`config.mk`:
```
export PLATFORM = sky130hd
export DESIGN_NAME = divider_8by4_seq_flat
export DESIGN_NICKNAME = d
export VERILOG_FILES = /design/src/rtl/divider_8by4_seq_if.sv /design/src/rtl/divider_8by4_seq.sv /design/src/flat_wrapper.sv
export SDC_FILE = /design/constraint.sdc
export NUM_CORES = 1
export LEC_CHECK = 0
export BUFFER_PORTS_ARGS = -buffer_cell sky130_fd_sc_hd__buf_4
export CAP_MARGIN = 10
export CORE_MARGIN = 10
export CORE_UTILIZATION = 45
export CTS_BUF_LIST = sky130_fd_sc_hd__clkbuf_16
export DETAILED_ROUTE_END_ITERATION = 6
export PLACE_DENSITY = 0.79
export REMOVE_ABC_BUFFERS = 1
export SLEW_MARGIN = 25
export SYNTH_ARGS = -nofsm -noshare
export SYNTH_HDL_FRONTEND = slang
export SYNTH_SLANG_ARGS = --single-unit
```
`constraint.sdc`:
```
create_clock -name clk -period 2.2 [get_ports clk]
set_input_delay 0.33 -clock clk [delete_from_list [all_inputs] [get_ports clk]]
set_output_delay 0.33 -clock clk [all_outputs]
set_load 0.02 [all_outputs]
```
`src/rtl/divider_8by4_seq_if.sv`:
```
// Handshake and operand/result bundle for the sequential 8-by-4 restoring divider.
// The master drives a request; the slave (divider) returns busy/done and registered results.
interface divider_8by4_seq_if #(
    parameter int DVD_W = 8,
    parameter int DVS_W = 4
);
    logic             start;
    logic [DVD_W-1:0] dividend;
    logic [DVS_W-1:0] divisor;
    logic             busy;
    logic             done;
    logic [DVD_W-1:0] quotient;
    logic [DVS_W-1:0] remainder;
    logic             div_by_zero;

    modport master (
        output start, dividend, divisor,
        input  busy, done, quotient, remainder, div_by_zero
    );

    modport slave (
        input  start, dividend, divisor,
        output busy, done, quotient, remainder, div_by_zero
    );
endinterface

```
`src/rtl/divider_8by4_seq.sv`:
```
// Sequential restoring divider: DVD_W-bit dividend by DVS_W-bit divisor, one quotient bit per clock.
// Results and the divide-by-zero flag are registered and held until the next done pulse.
module divider_8by4_seq #(
    parameter int DVD_W = 8,
    parameter int DVS_W = 4
) (
    input  logic                   clk,
    input  logic                   rst_n,
    divider_8by4_seq_if.slave      bus
);
    localparam int CNT_W = (DVD_W > 1) ? $clog2(DVD_W) : 1;

    typedef enum logic [1:0] {
        S_IDLE = 2'd0,
        S_CALC = 2'd1,
        S_DONE = 2'd2
    } state_t;

    state_t           r_state;
    logic [DVD_W-1:0] r_q;
    logic [DVS_W-1:0] r_d;
    logic [DVS_W:0]   r_r;
    logic [CNT_W-1:0] r_cnt;
    logic             r_busy;
    logic             r_done;
    logic             r_dz;
    logic [DVD_W-1:0] r_quot;
    logic [DVS_W-1:0] r_rem;

    // Shifted partial remainder carries one extra top bit so the trial compare never wraps.
    logic [DVS_W+1:0] w_rs;
    logic             w_ge;
    logic [DVS_W:0]   w_sub;
    logic [DVS_W:0]   w_r_new;
    logic [DVD_W-1:0] w_q_new;

    assign w_rs    = {r_r, r_q[DVD_W-1]};
    assign w_ge    = (w_rs >= {2'b00, r_d});
    assign w_sub   = w_rs[DVS_W:0] - {1'b0, r_d};
    assign w_r_new = w_ge ? w_sub : w_rs[DVS_W:0];
    assign w_q_new = {r_q[DVD_W-2:0], w_ge};

    always_ff @(posedge clk or negedge rst_n) begin
        if (!rst_n) begin
            r_state <= S_IDLE;
            r_q     <= '0;
            r_d     <= '0;
            r_r     <= '0;
            r_cnt   <= '0;
            r_busy  <= 1'b0;
            r_done  <= 1'b0;
            r_dz    <= 1'b0;
            r_quot  <= '0;
            r_rem   <= '0;
        end else begin
            case (r_state)
                S_IDLE: begin
                    r_done <= 1'b0;
                    if (bus.start) begin
                        r_q    <= bus.dividend;
                        r_d    <= bus.divisor;
                        r_r    <= '0;
                        r_cnt  <= CNT_W'(DVD_W - 1);
                        r_busy <= 1'b1;
                        if (bus.divisor == '0) begin
                            // Zero divisor short-circuits straight to DONE with a saturated quotient.
                            r_state <= S_DONE;
                            r_done  <= 1'b1;
                            r_quot  <= '1;
                            r_rem   <= bus.dividend[DVS_W-1:0];
                            r_dz    <= 1'b1;
                        end else begin
                            r_state <= S_CALC;
                        end
                    end
                end
                S_CALC: begin
                    r_q   <= w_q_new;
                    r_r   <= w_r_new;
                    r_cnt <= r_cnt - CNT_W'(1);
                    if (r_cnt == '0) begin
                        r_state <= S_DONE;
                        r_done  <= 1'b1;
                        r_quot  <= w_q_new;
                        r_rem   <= w_r_new[DVS_W-1:0];
                        r_dz    <= 1'b0;
                    end
                end
                S_DONE: begin
                    r_state <= S_IDLE;
                    r_done  <= 1'b0;
                    r_busy  <= 1'b0;
                end
                default: begin
                    r_state <= S_IDLE;
                    r_done  <= 1'b0;
                    r_busy  <= 1'b0;
                end
            endcase
        end
    end

    assign bus.busy        = r_busy;
    assign bus.done        = r_done;
    assign bus.quotient    = r_quot;
    assign bus.remainder   = r_rem;
    assign bus.div_by_zero = r_dz;
endmodule
```
`src/flat_wrapper.sv`:
```
// flat-port wrapper written by rule: the top's interface ports become plain ports
module divider_8by4_seq_flat 
#(
    parameter int DVD_W = 8,
    parameter int DVS_W = 4
)
  (clk, rst_n, bus_start, bus_dividend, bus_divisor, bus_busy, bus_done, bus_quotient, bus_remainder, bus_div_by_zero);
  divider_8by4_seq_if #(.DVD_W(DVD_W), .DVS_W(DVS_W)) bus_i ();
  input  logic clk;
  input  logic rst_n;
  input wire logic [$bits(bus_i.start)-1:0] bus_start;
  input wire logic [$bits(bus_i.dividend)-1:0] bus_dividend;
  input wire logic [$bits(bus_i.divisor)-1:0] bus_divisor;
  output wire logic [$bits(bus_i.busy)-1:0] bus_busy;
  output wire logic [$bits(bus_i.done)-1:0] bus_done;
  output wire logic [$bits(bus_i.quotient)-1:0] bus_quotient;
  output wire logic [$bits(bus_i.remainder)-1:0] bus_remainder;
  output wire logic [$bits(bus_i.div_by_zero)-1:0] bus_div_by_zero;
  assign bus_i.start = bus_start;
  assign bus_i.dividend = bus_dividend;
  assign bus_i.divisor = bus_divisor;
  assign bus_busy = bus_i.busy;
  assign bus_done = bus_i.done;
  assign bus_quotient = bus_i.quotient;
  assign bus_remainder = bus_i.remainder;
  assign bus_div_by_zero = bus_i.div_by_zero;
  divider_8by4_seq #(.DVD_W(DVD_W), .DVS_W(DVS_W)) u_core (.clk(clk), .rst_n(rst_n), .bus(bus_i));
endmodule
```
==> After elaboration in Yosys (flattened, before gate mapping) <==
Cells that the tools add are included.
{ "word_totals": {"in_bits": 15, "latchBits": 0, "mem_bits_rw": 0, "memories": 0, "mem_bits_ro": 0, "reg_bits": 37, "word_cells": 56} }
{ "op_classes": {"shift": 0, "div_mod_pow": 0, "magnitude_cmp": 1, "reduce_logical": 9, "multipliers": 0, "n_bitwise": 1, "muxes": 29, "eq_ne": 4, "addsub": 2} }
{ "ops": {"columns": ["cell", "n"], "rows": [
  ["$mux W8", 4],
  ["$pmux W8 S2", 2],
  ["$mux W4", 3],
  ["$mux W5", 2],
  ["$pmux W5 S2", 1],
  ["$pmux W4 S2", 1],
  ["$reduce_and A2 Y1", 4],
  ["$mux W1", 7],
  ["$ge A6 B4 Y1", 1],
  ["$mux W2", 3],
  ["$pmux W1 S2", 3],
  ["$pmux W3 S2", 1],
  ["$sub A5 B4 Y5", 1],
  ["$logic_not A4 Y1", 1],
  ["$ne A2 B1 Y1 const B", 2],
  ["$pmux W2 S2", 1],
  ["$reduce_and A4 Y1", 1],
  ["$logic_not A3 Y1", 1],
  ["$mux W3", 1],
  ["$sub A3 B1 Y3 const B", 1],
  ["$eq A2 B1 Y1 const B", 1],
  ["$logic_not A2 Y1", 1],
  ["$ne A2 B2 Y1 const B", 1],
  ["$reduce_bool A2 Y1", 1],
  ["$not A1 Y1", 1]
]} }

==> Depth between registers and ports, before layout <==
Gate-level depths: netlist of run 1.
{ "depth": {"word_depth": 4, "depth_mapped": 8} }

==> Least setup slack after synthesis of run 1 <==
No wires, ideal clock.
{ "synth_path": {"path_kind": "register -> register", "start": "register u_core.r_q[7]", "end": "register u_core.r_quot[0], in the netlist u_core.bus.quotient[0]", "required_ps": 2075, "path_buffers": 0, "setup_slack_ps": 154, "arrival_ps": 1921, "setup_ps": 125, "path_stages_with_launch": 9, "synth_period_minus_slack_ps": 2046, "cell_sequence": "dfrtp_1 -> inv_1 -> ha_1 -> inv_1 -> fa_1 -> a21o_2 -> a211oi_4 -> nand2_1 -> mux2_2"} }
{ "synth_via": {"elab_chain_cells": 3} }
{ "synth_rtl": {"columns": ["element", "line", "source"], "rows": [
  ["from (decl)", "divider_8by4_seq.sv:20", "logic [DVD_W-1:0] r_q;"],
  ["from (signal assigned)", "divider_8by4_seq.sv:60", "r_q <= bus.dividend;"],
  ["from (signal assigned)", "divider_8by4_seq.sv:78", "r_q <= w_q_new;"],
  ["$ge A6 B4 Y1", "divider_8by4_seq.sv:38", "assign w_ge = (w_rs >= {2'b00, r_d});"],
  ["$mux W8", "divider_8by4_seq.sv:81", "if (r_cnt == '0) begin"],
  ["$pmux W8 S2", "divider_8by4_seq.sv:56", "case (r_state)"],
  ["to (signal assigned)", "divider_8by4_seq.sv:84", "r_quot <= w_q_new;"],
  ["to (decl)", "divider_8by4_seq.sv:27", "logic [DVD_W-1:0] r_quot;"]
]} }
No other way between the ends. The select of a mux whose other input is x is not followed.
A chain may end at the register's enable or synchronous reset.

==> Worst setup path in the final report of run 1 <==
{ "layout_path": {"start": "register u_core.r_q[7]", "end": "register u_core.r_rem[3], in the netlist u_core.bus.remainder[3]"} }
{ "layout_via": {"elab_chain_cells": 4, "word_cells_on_any_way": 5} }
{ "layout_rtl": {"columns": ["element", "line", "source"], "rows": [
  ["$sub A5 B4 Y5 or $ge A6 B4 Y1 (tied branches)", "divider_8by4_seq.sv:39, divider_8by4_seq.sv:38", null],
  ["$mux W5 (*)", "divider_8by4_seq.sv:40", "assign w_r_new = w_ge ? w_sub : w_rs[DVS_W:0];"],
  ["$mux W4 (*)", "divider_8by4_seq.sv:81", null],
  ["$pmux W4 S2 (*)", "divider_8by4_seq.sv:56", null],
  ["to (signal assigned)", "divider_8by4_seq.sv:70", "r_rem <= bus.dividend[DVS_W-1:0];"],
  ["to (signal assigned)", "divider_8by4_seq.sv:85", "r_rem <= w_r_new[DVS_W-1:0];"],
  ["to (decl)", "divider_8by4_seq.sv:28", "logic [DVS_W-1:0] r_rem;"]
]} }
Mark *: on every way between the ends. The rest lies on a longest branch, timed or not. The select of a mux whose other input is x is not followed.

==> results of run 1 <==
## cell families (layout without fill, tap and decap cells)
| kind of cell | after synthesis | after routing | synth area share, % |
|---|---|---|---|
| DFF | 37 | 37 | 48.2 |
| xor gates and xnor gates | 1 | 1 | 0.456 |
| AOI/OAI and AO/OA | 54 | 54 | 21.4 |
| and+or+nand+nor | 36 | 36 | 9.64 |
| muxes | 17 | 17 | 9.19 |
| buffers and inverters | 27 | 60 | 6.12 |
| adders and majority gates | 7 | 7 | 4.95 |
## power groups by stage
stage / clock network [W] / logic (W) / registers, W
6_report: 0.000670 / 0.00220 / 0.00125
5_1_grt: 0.000707 / 0.00244 / 0.00129
3_5_place_dp: 0 / 0.00218 / 0.00125
4_1_cts: 0.000672 / 0.00218 / 0.00125
2_1_floorplan: 0 / 0.00138 / 0.00135
3_3_place_gp: 0 / 0.00212 / 0.00124
## layout make-up
type / instances / area [um2] / share of cell area, %
sequential: 37 / 926 / 39.5
multi-input combinational: 115 / 880 / 37.6
timing repair buffer: 36 / 274 / 11.7
clock buffer: 5 / 125 / 5.34
inverter: 17 / 63.8 / 2.72
tap: 50 / 62.6 / 2.67
clock inverter: 2 / 11.3 / 0.481
## critical path, cell delays in order, from the launching register on
cell,delay (ns)
dfrtp_1,0.39
inv_1,0.06
ha_1,0.14
inv_1,0.05
fa_2,0.35
a21o_2,0.24
a211oi_4,0.29
buf_6,0.16
o311a_1,0.17
o41ai_2,0.07
## sequential cells by signal (all words and copies together), names as in the netlist
name	cells
u_core.r_state	2
u_core.bus.done	1
u_core.r_cnt	3
u_core.r_q	8
u_core.r_d	4
u_core.r_r	5
u_core.bus.div_by_zero	1
u_core.bus.remainder	4
u_core.bus.quotient	8
u_core.bus.busy	1
## repair_timing
item / CTS / global route
endpoints found under the setup margin: 0 / 5
buffers inserted: 0 / 0
gates resized for setup: 0 / 2
## worst paths after layout
kind | to | slack, ns | cells after the start
worst max-delay path | u_core.bus.remainder[3]$_DFFE_PN0P_ | 0.13 | 9
worst min-delay path | u_core.bus.quotient[4]$_DFFE_PN0P_ | 0.0005 | 1
worst max register to register | u_core.bus.remainder[3]$_DFFE_PN0P_ | 0.13 | 9
worst min register to register | u_core.bus.div_by_zero$_DFFE_PN0P_ | 0.49 | 1
max in group asynchronous | u_core.r_r[0]$_DFFE_PN0P_ | 1.87 | 1
min in group clk | u_core.r_d[1]$_DFFE_PN0P_ | 0.31 | 2
## per-layer routing
layer | vias up | GRT usage [%] | wire (um)
li1 | 703 | - | -
met1 | 671 | 14.0 | 1890
met2 | 33 | 18.7 | 2080
met3 | 7 | 3.25 | 212
met4 | 0 | 5.39 | 54
met5 | - | 0 | 0
## cells in the final DEF (no fill, tap or decap), drive strengths merged, types with 2 or more instances in the layout
cell type and instances:
a211oi 3, a21o 3, a21oi 5, a22o 2, a22oi 2, buf 36, clkbuf 5, dfrtp 37
ha 6, inv 17, mux2 5, mux2i 12, nand2 16, nand2b 2, nor2 8, nor2b 2
nor3 2, o2111ai 3, o211ai 5, o21a 3, o21ai 14, o22a 3, o2bb2ai 2
## through the flow
step	std cells	setup WS, ns	hold slack [ns]
floorplan	169	0.0728	0.0344
global placement	255	0.0904	0.317
detailed placement	255	0.0298	0.314
CTS	262	0.0276	0.0130
global route	262	0.0416	0.0360
finish	262	0.132	0.000528
==> results.ini, run 1 <==
[status]
status=finished, final reports clean

[finish]
fillers=356
fin_util_pct=57.7
nets=234
syn_to_final_growth_pct=22.0
drive_gt1_share_pct=26.9
diodes=0
final_area_um2=2340

[detailed_routing]
drtIter0Drc=85
drt-vias-per-instance=5.40
dr.pass1.iters=4
ant_nets=0
drt_wl_total_um=4230
drc=0
vias=1414
wl_per_cell_um=16.2

[pwr]
finalPower_w=0.00412
power_frac_seq_pct=30.3
switching_power_w=0.00170
pwr-share-comb_pct=53.5
p_clk_share_pct=16.3
p_per_area_nw_per_um2=1760
p_int_w=0.00242
max-vdd-ir-drop_v=0.000707
p_sw_share_pct=41.2
p_leak_nw=1.10

[timing]
finalClockSkew_ns=0.00845
finalSetupTns_ns=0
rsz0062_at_grt=no
finalHoldViolCount=0
report.final.slew_viol_count=0
timing.fmax_mhz=483
setup_violations=0
final.min_clock_period_ns=2.07
min_period_over_period_pct=94.0
worstMarginPinSlew_ns=0.793
slew_headroom_pct=47.0

[grt]
grt_pass1_wl_um=6890
grt_usage_pct=11.6
first_global_vias=1448
overflow=0
grt_max_degree=38
grt_antenna_before_repair=0

[clocking]
cts_buffers=5
cts_hold_buf=0
insertion_delay_ns=0.28
clkSinkCount=37
root_buffer=clkbuf_16
clk_path_buf_depth=2
htree_num_levels=2
cts_tree=done
clk_pin_slew_ns=0.06

[place]
place_area_um2=2200
hpwl_um=3160
io_buffers=29
place_congestion=0.875

[critical_path]
crit_required_ns=2.35
crit_fanout=5
critPathLaunch=u_core.r_q[7]$_DFFE_PN0P_
cp-end-kind=register
worst-setup-path-type=register to register
r2r-start=u_core.r_q[7]$_DFFE_PN0P_
startpoint_type=register
arrival_ns=2.22

[synth]
synthTopCellsByArea=dfrtp_1 48%, mux2i_1 6.3%, ha_1 3.9%
ys_seq_elements=37
synth_edf_count=0
synth_top_area_cell=dfrtp_1
synth_top_area_share_pct=48.2
synthMostInstantiatedCell=dfrtp_1
synth_common_cells=37 x dfrtp_1, 17 x inv_1, 16 x nand2_1, 14 x o21ai_0, 12 x mux2i_1
yosys_warnings=0
async_flop_share_pct=100
ys.flop_type=dfrtp_1
syn-instance-count=179
ys_types=44
syn_avg_cell_area_um2=10.7
ys_seq_area_share_pct=48.2
syn-cell-area_um2=1920

[flow_run]
max-cap-violations=0

[floorplanning]
rows=23
core_area_um2=4060
die_area_um2=7280
start_util_pct=47.3
fp.dieH_um=85.3
fp.dieW_um=85.3
boundaryPins=30

[min_path]
hold_class=primary input to asynchronous set/reset pin

Power figures use the tool's default switching activity.
==> inputs of run 2 (changes only) <==
PLACE_DENSITY = not set   (was 0.79)
PLACE_DENSITY_LB_ADDON = 0.1   (was not set)
==> run 2 against run 1 <==
Register-to-register slack hardly changed. First-iteration DRC count rose by 36%. Clock power barely moved. Die area stayed put. Largest cell class unchanged. Highest routed layer unchanged.
==> results.ini, run 2 (synthesis results as in run 1) <==
[finish]
final_common_cell=dfrtp_1
syn_to_final_growth_pct=22.3
drive_gt1_share_pct=27.2  ; +0.34 points
diodes=0  ; unchanged
final_area_um2=2350  ; +0.32%
fin_util_pct=57.9  ; +0.19 points
final_cell_mix=37 x dfrtp_1, 36 x buf_4, 17 x inv_1, 16 x nand2_1, 14 x o21ai_0
nets=235  ; +0.43%

[clocking]
htree_num_levels=2  ; unchanged
clkSinkCount=37  ; unchanged
root_buffer=clkbuf_16
insertion_delay_ns=0.28  ; about the same
postCtsSetupBuffers=0  ; unchanged
cts.repair.resized=0  ; unchanged
cts_tree=done
cts_hold_buf=0  ; unchanged
cts_buffers=5  ; unchanged
clk_pin_slew_ns=0.06  ; about the same
clk_path_buf_depth=2  ; unchanged

[detailed_routing]
drt-vias-per-instance=5.51  ; +2.2%
drt_wl_total_um=4510  ; +6.4%
dr.pass1.iters=4  ; unchanged
ant_nets=0  ; unchanged
drc=0  ; unchanged
drtIter0Drc=116  ; +36%
wl_per_cell_um=17.1  ; +6.0%
vias=1450  ; +2.5%

[min_path]
hold_class=primary input to asynchronous set/reset pin

[critical_path]
crit_fanout=8  ; +3
cp-end-kind=register
crit_required_ns=2.36  ; about the same
worst-setup-path-type=register to register
startpoint_type=register
r2r.worst_path.cells=9  ; unchanged
arrival_ns=2.23  ; about the same

[timing]
finalSetupTns_ns=0  ; unchanged
worstMarginPinSlew_ns=0.876  ; +0.0834 ns
min_period_over_period_pct=93.9  ; -0.11 points
rsz0062_at_grt=no
timing.fmax_mhz=484  ; +0.11%
slew_headroom_pct=41.5  ; -5.6 points
report.final.slew_viol_count=0  ; unchanged
final.min_clock_period_ns=2.07  ; -0.00238 ns
finalHoldViolCount=0  ; unchanged
finalClockSkew_ns=0.00601  ; -0.00244 ns
setup_violations=0  ; unchanged
setup_slack_ns=0.134  ; +0.00238 ns

[floorplanning]
core_area_um2=4060  ; unchanged
die_area_um2=7280  ; unchanged
rows=23  ; unchanged
fp.dieW_um=85.3  ; unchanged
boundaryPins=30  ; unchanged
fp.dieH_um=85.3  ; unchanged
start_util_pct=47.3  ; unchanged

[pwr]
p_per_area_nw_per_um2=1770  ; +0.32%
finalPower_w=0.00415  ; +0.64%
p_leak_nw=1.10  ; +0.49%
max-vdd-ir-drop_v=0.000813  ; +15%

[grt]
first_global_vias=1610  ; +11%
grt_max_degree=38  ; unchanged
grt_pass1_wl_um=7780  ; +13%
grt_antenna_before_repair=0  ; unchanged
grt_usage_pct=12.9  ; +1.3 points
overflow=0  ; unchanged

[place]
io_buffers=29  ; unchanged
place_area_um2=2210  ; +0.34%
place_congestion=0.831  ; -5.1%
place_ws_ns=0.0672  ; +0.0374 ns
hpwl_um=3330  ; +5.3%

[status]
status=finished, final reports clean

[flow_run]
max-cap-violations=0  ; unchanged

## run 2: cell types whose count changed in the layout (fill, tap and decap cells not counted)
cell	delta
buf_4	+1
## run 2: worst paths after layout
path,slack (ns),endpoint,start
setup / recovery,0.13,u_core.r_r[0]$_DFFE_PN0P_,u_core.r_q[7]$_DFFE_PN0P_
hold / removal,0.02,u_core.bus.div_by_zero$_DFFE_PN0P_,rst_n
setup reg to reg,0.13,u_core.r_r[0]$_DFFE_PN0P_,u_core.r_q[7]$_DFFE_PN0P_
hold reg to reg,0.49,u_core.bus.div_by_zero$_DFFE_PN0P_,u_core.bus.div_by_zero$_DFFE_PN0P_
max in group asynchronous,1.86,u_core.r_r[0]$_DFFE_PN0P_,rst_n
min in group clk,0.31,u_core.r_d[3]$_DFFE_PN0P_,bus_divisor[3]
## run 2: layer usage
| metal | track usage (%) | share of wire, % | up-vias |
|---|---|---|---|
| met3 | 3.82 | 4.5 | 7 |
| met1 | 15.0 | 45 | 713 |
| met4 | 5.09 | 1.4 | 0 |
| li1 | - | - | 703 |
| met5 | 0 | 0 | - |
| met2 | 21.8 | 49 | 27 |
## run 2: critical path, stage by stage (launching register included)
cell and delay (ns):
dfrtp_1 0.39, inv_1 0.06, ha_1 0.15, inv_1 0.05
fa_2 0.36, a21o_2 0.24, a211oi_4 0.26, buf_6 0.16
o21ai_0 0.07, a22o_1 0.20
## run 2: per-stage QoR
| step | hold WS, ns | instances |
|---|---|---|
| after floorplan | 0.0344 | 169 |
| after global placement | 0.312 | 256 |
| after detailed placement | 0.326 | 256 |
| after CTS | 0.0325 | 263 |
| after global routing | 0.0528 | 263 |
| final | 0.0167 | 263 |
## run 2: final cells by class
cell class                      instances  area (um2)
Timing Repair Buffer                   37         282
Sequential cell                        37         926
Clock buffer                            5         125
Inverter                               17        63.8
Fill cell                             339        1710
Multi-Input combinational cell        115         880
Clock inverter                          2        11.3
Tap cell                               50        62.6
## run 2: report_power, final
part           internal (W)  total [W]  switching, W  leakage (nW)
Combinational       0.00101    0.00223       0.00122         0.607
Sequential          0.00101    0.00125      0.000236         0.432
Clock              0.000409   0.000671      0.000262        0.0633
Total               0.00243    0.00415       0.00172          1.10
==> inputs of run 3 (changes only) <==
BUFFER_PORTS_ARGS = not set   (was -buffer_cell sky130_fd_sc_hd__buf_4)
DONT_BUFFER_PORTS = 1   (was not set)
==> run 3 against run 2 <==
Total power fell by 4.7%. Sequential power rose by 14%. Cell area fell by 7.9%. Worst setup slack got worse by 0.015 ns. Combinational power fell by 17%. Register-to-register slack got worse by 0.02 ns. Clock-buffer cell count did not move. Utilization fell by 4.6 points. First-iteration DRC count rose by 12%. Highest routed layer unchanged. Routed wire length fell by 4.0%. Clock power barely moved. Final cell count fell by 10%.
==> results.ini, run 3 (synthesis results as in run 1) <==
[critical_path]
crit_buf_inv=3  ; unchanged
r2r.worst_path.cells=9  ; unchanged
cpPeakStageDelay_ns=0.39  ; about the same
cpLargestDelayFamily=compound AO/OA/AOI/OAI gates
r2r-start=u_core.r_q[7]$_DFFE_PN0P_
worst-setup-path-type=register to register
crit_required_ns=2.36  ; about the same
reg2reg_to=u_core.r_r[3]$_DFFE_PN0P_
crit_fanout=8  ; unchanged
arrival_ns=2.25  ; +0.02 ns
cp-end-kind=register
worstPathCellList=inv_1 > ha_1 > inv_1 > fa_2 > a21o_2 > a211oi_4 > buf_6 > o31ai_1 > a22o_1
crit_slowest_cell=dfrtp_1
r2r_setup_slack_ns=0.12  ; -0.02 ns
startpoint_type=register
crit_top_cell=inv_1

[floorplanning]
core_area_um2=4060  ; unchanged
rows=23  ; unchanged
boundaryPins=30  ; unchanged
fp.dieW_um=85.3  ; unchanged
start_util_pct=47.3  ; unchanged
fp.dieH_um=85.3  ; unchanged
die_area_um2=7280  ; unchanged

[clocking]
cts_tree=done
root_buffer=clkbuf_16
htree_num_levels=2  ; unchanged
cts_buffers=5  ; unchanged
clk_path_buf_depth=2  ; unchanged
clkSinkCount=37  ; unchanged
insertion_delay_ns=0.28  ; about the same
clk_pin_slew_ns=0.05  ; about the same

[timing]
slew_headroom_pct=63.6  ; +22 points
timing.fmax_mhz=481  ; -0.73%
min_period_over_period_pct=94.6  ; +0.69 points
rsz0062_at_grt=no
finalClockSkew_ns=0.00507  ; -0.000944 ns
setup_violations=0  ; unchanged
finalHoldViolCount=0  ; unchanged
finalSetupTns_ns=0  ; unchanged
worstMarginPinSlew_ns=0.546  ; -0.330 ns
report.final.slew_viol_count=0  ; unchanged
final.min_clock_period_ns=2.08  ; +0.0152 ns

[detailed_routing]
drt_wl_total_um=4320  ; -4.0%
wl_per_cell_um=18.3  ; +7.0%
drtIter0Drc=130  ; +12%
ant_nets=0  ; unchanged
vias=1327  ; -8.5%
drc=0  ; unchanged
dr.pass1.iters=4  ; unchanged
drt-vias-per-instance=5.62  ; +2.0%

[finish]
drive_gt1_share_pct=16.1  ; -11 points
final_common_cell=dfrtp_1
syn_to_final_growth_pct=12.6
fin_util_pct=53.3  ; -4.6 points
nets=208  ; -11%
regArea_um2=926  ; unchanged
multi_input_area_um2=880  ; unchanged
diodes=0  ; unchanged
final_cell_mix=37 x dfrtp_1, 18 x inv_1, 16 x nand2_1, 14 x o21ai_0, 12 x mux2i_1
fillers=357  ; +5.3%

[min_path]
min_path_cells=1
hold_class=primary input to register
min_to=u_core.r_d[1]$_DFFE_PN0P_
hold_start=bus_divisor[1]

[place]
place_congestion=0.854  ; +2.8%
hpwl_um=3260  ; -1.9%
io_buffers=0  ; -100%

[grt]
first_global_vias=1344  ; -17%
grt_usage_pct=12.1  ; -0.85 points
overflow=0  ; unchanged
grt_pass1_wl_um=6960  ; -11%
grt_antenna_before_repair=0  ; unchanged
grt_max_degree=38  ; unchanged

[pwr]
finalPower_w=0.00395  ; -4.7%
p_leak_nw=0.985  ; -11%
p_per_area_nw_per_um2=1830  ; +3.5%
max-vdd-ir-drop_v=0.000561  ; -31%

[status]
status=finished, final reports clean

[flow_run]
max-cap-violations=0  ; unchanged

run 3: what timing repair did:
item,in CTS,in global routing
hold endpoints to repair,37,0
gates resized for setup,0,2
setup endpoints to repair,0,9
hold buffers,2,0
setup buffers,0,0
run 3: cell type report:
cell class / instances / share of cell area, %
Timing Repair Buffer: 10 / 4.34
Inverter: 17 / 2.95
Clock buffer: 5 / 5.78
Clock inverter: 2 / 0.578
Sequential cell: 37 / 42.8
Multi-Input combinational cell: 115 / 40.7
Tap cell: 50 / 2.89
run 3: power breakdown:
part / switching (W) / internal, W
sequential: 0.000422 / 0.00101
clock: 0.000262 / 0.000410
combinational: 0.000992 / 0.000855
run 3: metrics by stage:
step / instances / area (um2) / worst slack (ns) / hold WS (ns)
floorplan: 169 / 1870 / 0.0728 / 0.0344
global placement: 227 / 1990 / 0.118 / 0.0356
detailed placement: 227 / 1990 / 0.0506 / 0.0356
CTS: 236 / 2160 / 0.0335 / 0.194
global route: 236 / 2160 / 0.00926 / 0.190
finish: 236 / 2160 / 0.119 / 0.196
run 3: layer usage:
| metal | part of all wire, % | up-vias | global-route usage, % |
|---|---|---|---|
| met4 | 1.3 | 0 | 6.14 |
| met3 | 7.3 | 6 | 4.59 |
| met2 | 48 | 33 | 18.7 |
| met5 | 0 | - | 0 |
| met1 | 43 | 636 | 14.3 |
| li1 | - | 652 | - |
run 3: how the worst max path moves through the flow:
stage                                startpoint                                   to  slack (ns)  cells after the start
floorplan           u_core.r_cnt[0]$_DFFE_PN0P_   u_core.bus.quotient[0]$_DFFE_PN0P_        0.07                      7
global placement      u_core.r_q[7]$_DFFE_PN0P_            u_core.r_r[3]$_DFFE_PN0P_        0.12                      9
detailed placement    u_core.r_q[7]$_DFFE_PN0P_            u_core.r_r[3]$_DFFE_PN0P_        0.05                      9
CTS                   u_core.r_q[7]$_DFFE_PN0P_  u_core.bus.remainder[3]$_DFFE_PN0P_        0.03                      9
global route          u_core.r_q[7]$_DFFE_PN0P_            u_core.r_r[3]$_DFFE_PN0P_       0.009                      9
finish                u_core.r_q[7]$_DFFE_PN0P_            u_core.r_r[3]$_DFFE_PN0P_        0.12                      9
run 3: worst register-to-register path: stages, from the launching register on:
cell and delay [ns]:
dfrtp_1 0.39, inv_1 0.06, ha_1 0.15, inv_1 0.06, fa_2 0.36, a21o_2 0.25, a211oi_4 0.26, buf_6 0.15
o31ai_1 0.07, a22o_1 0.21
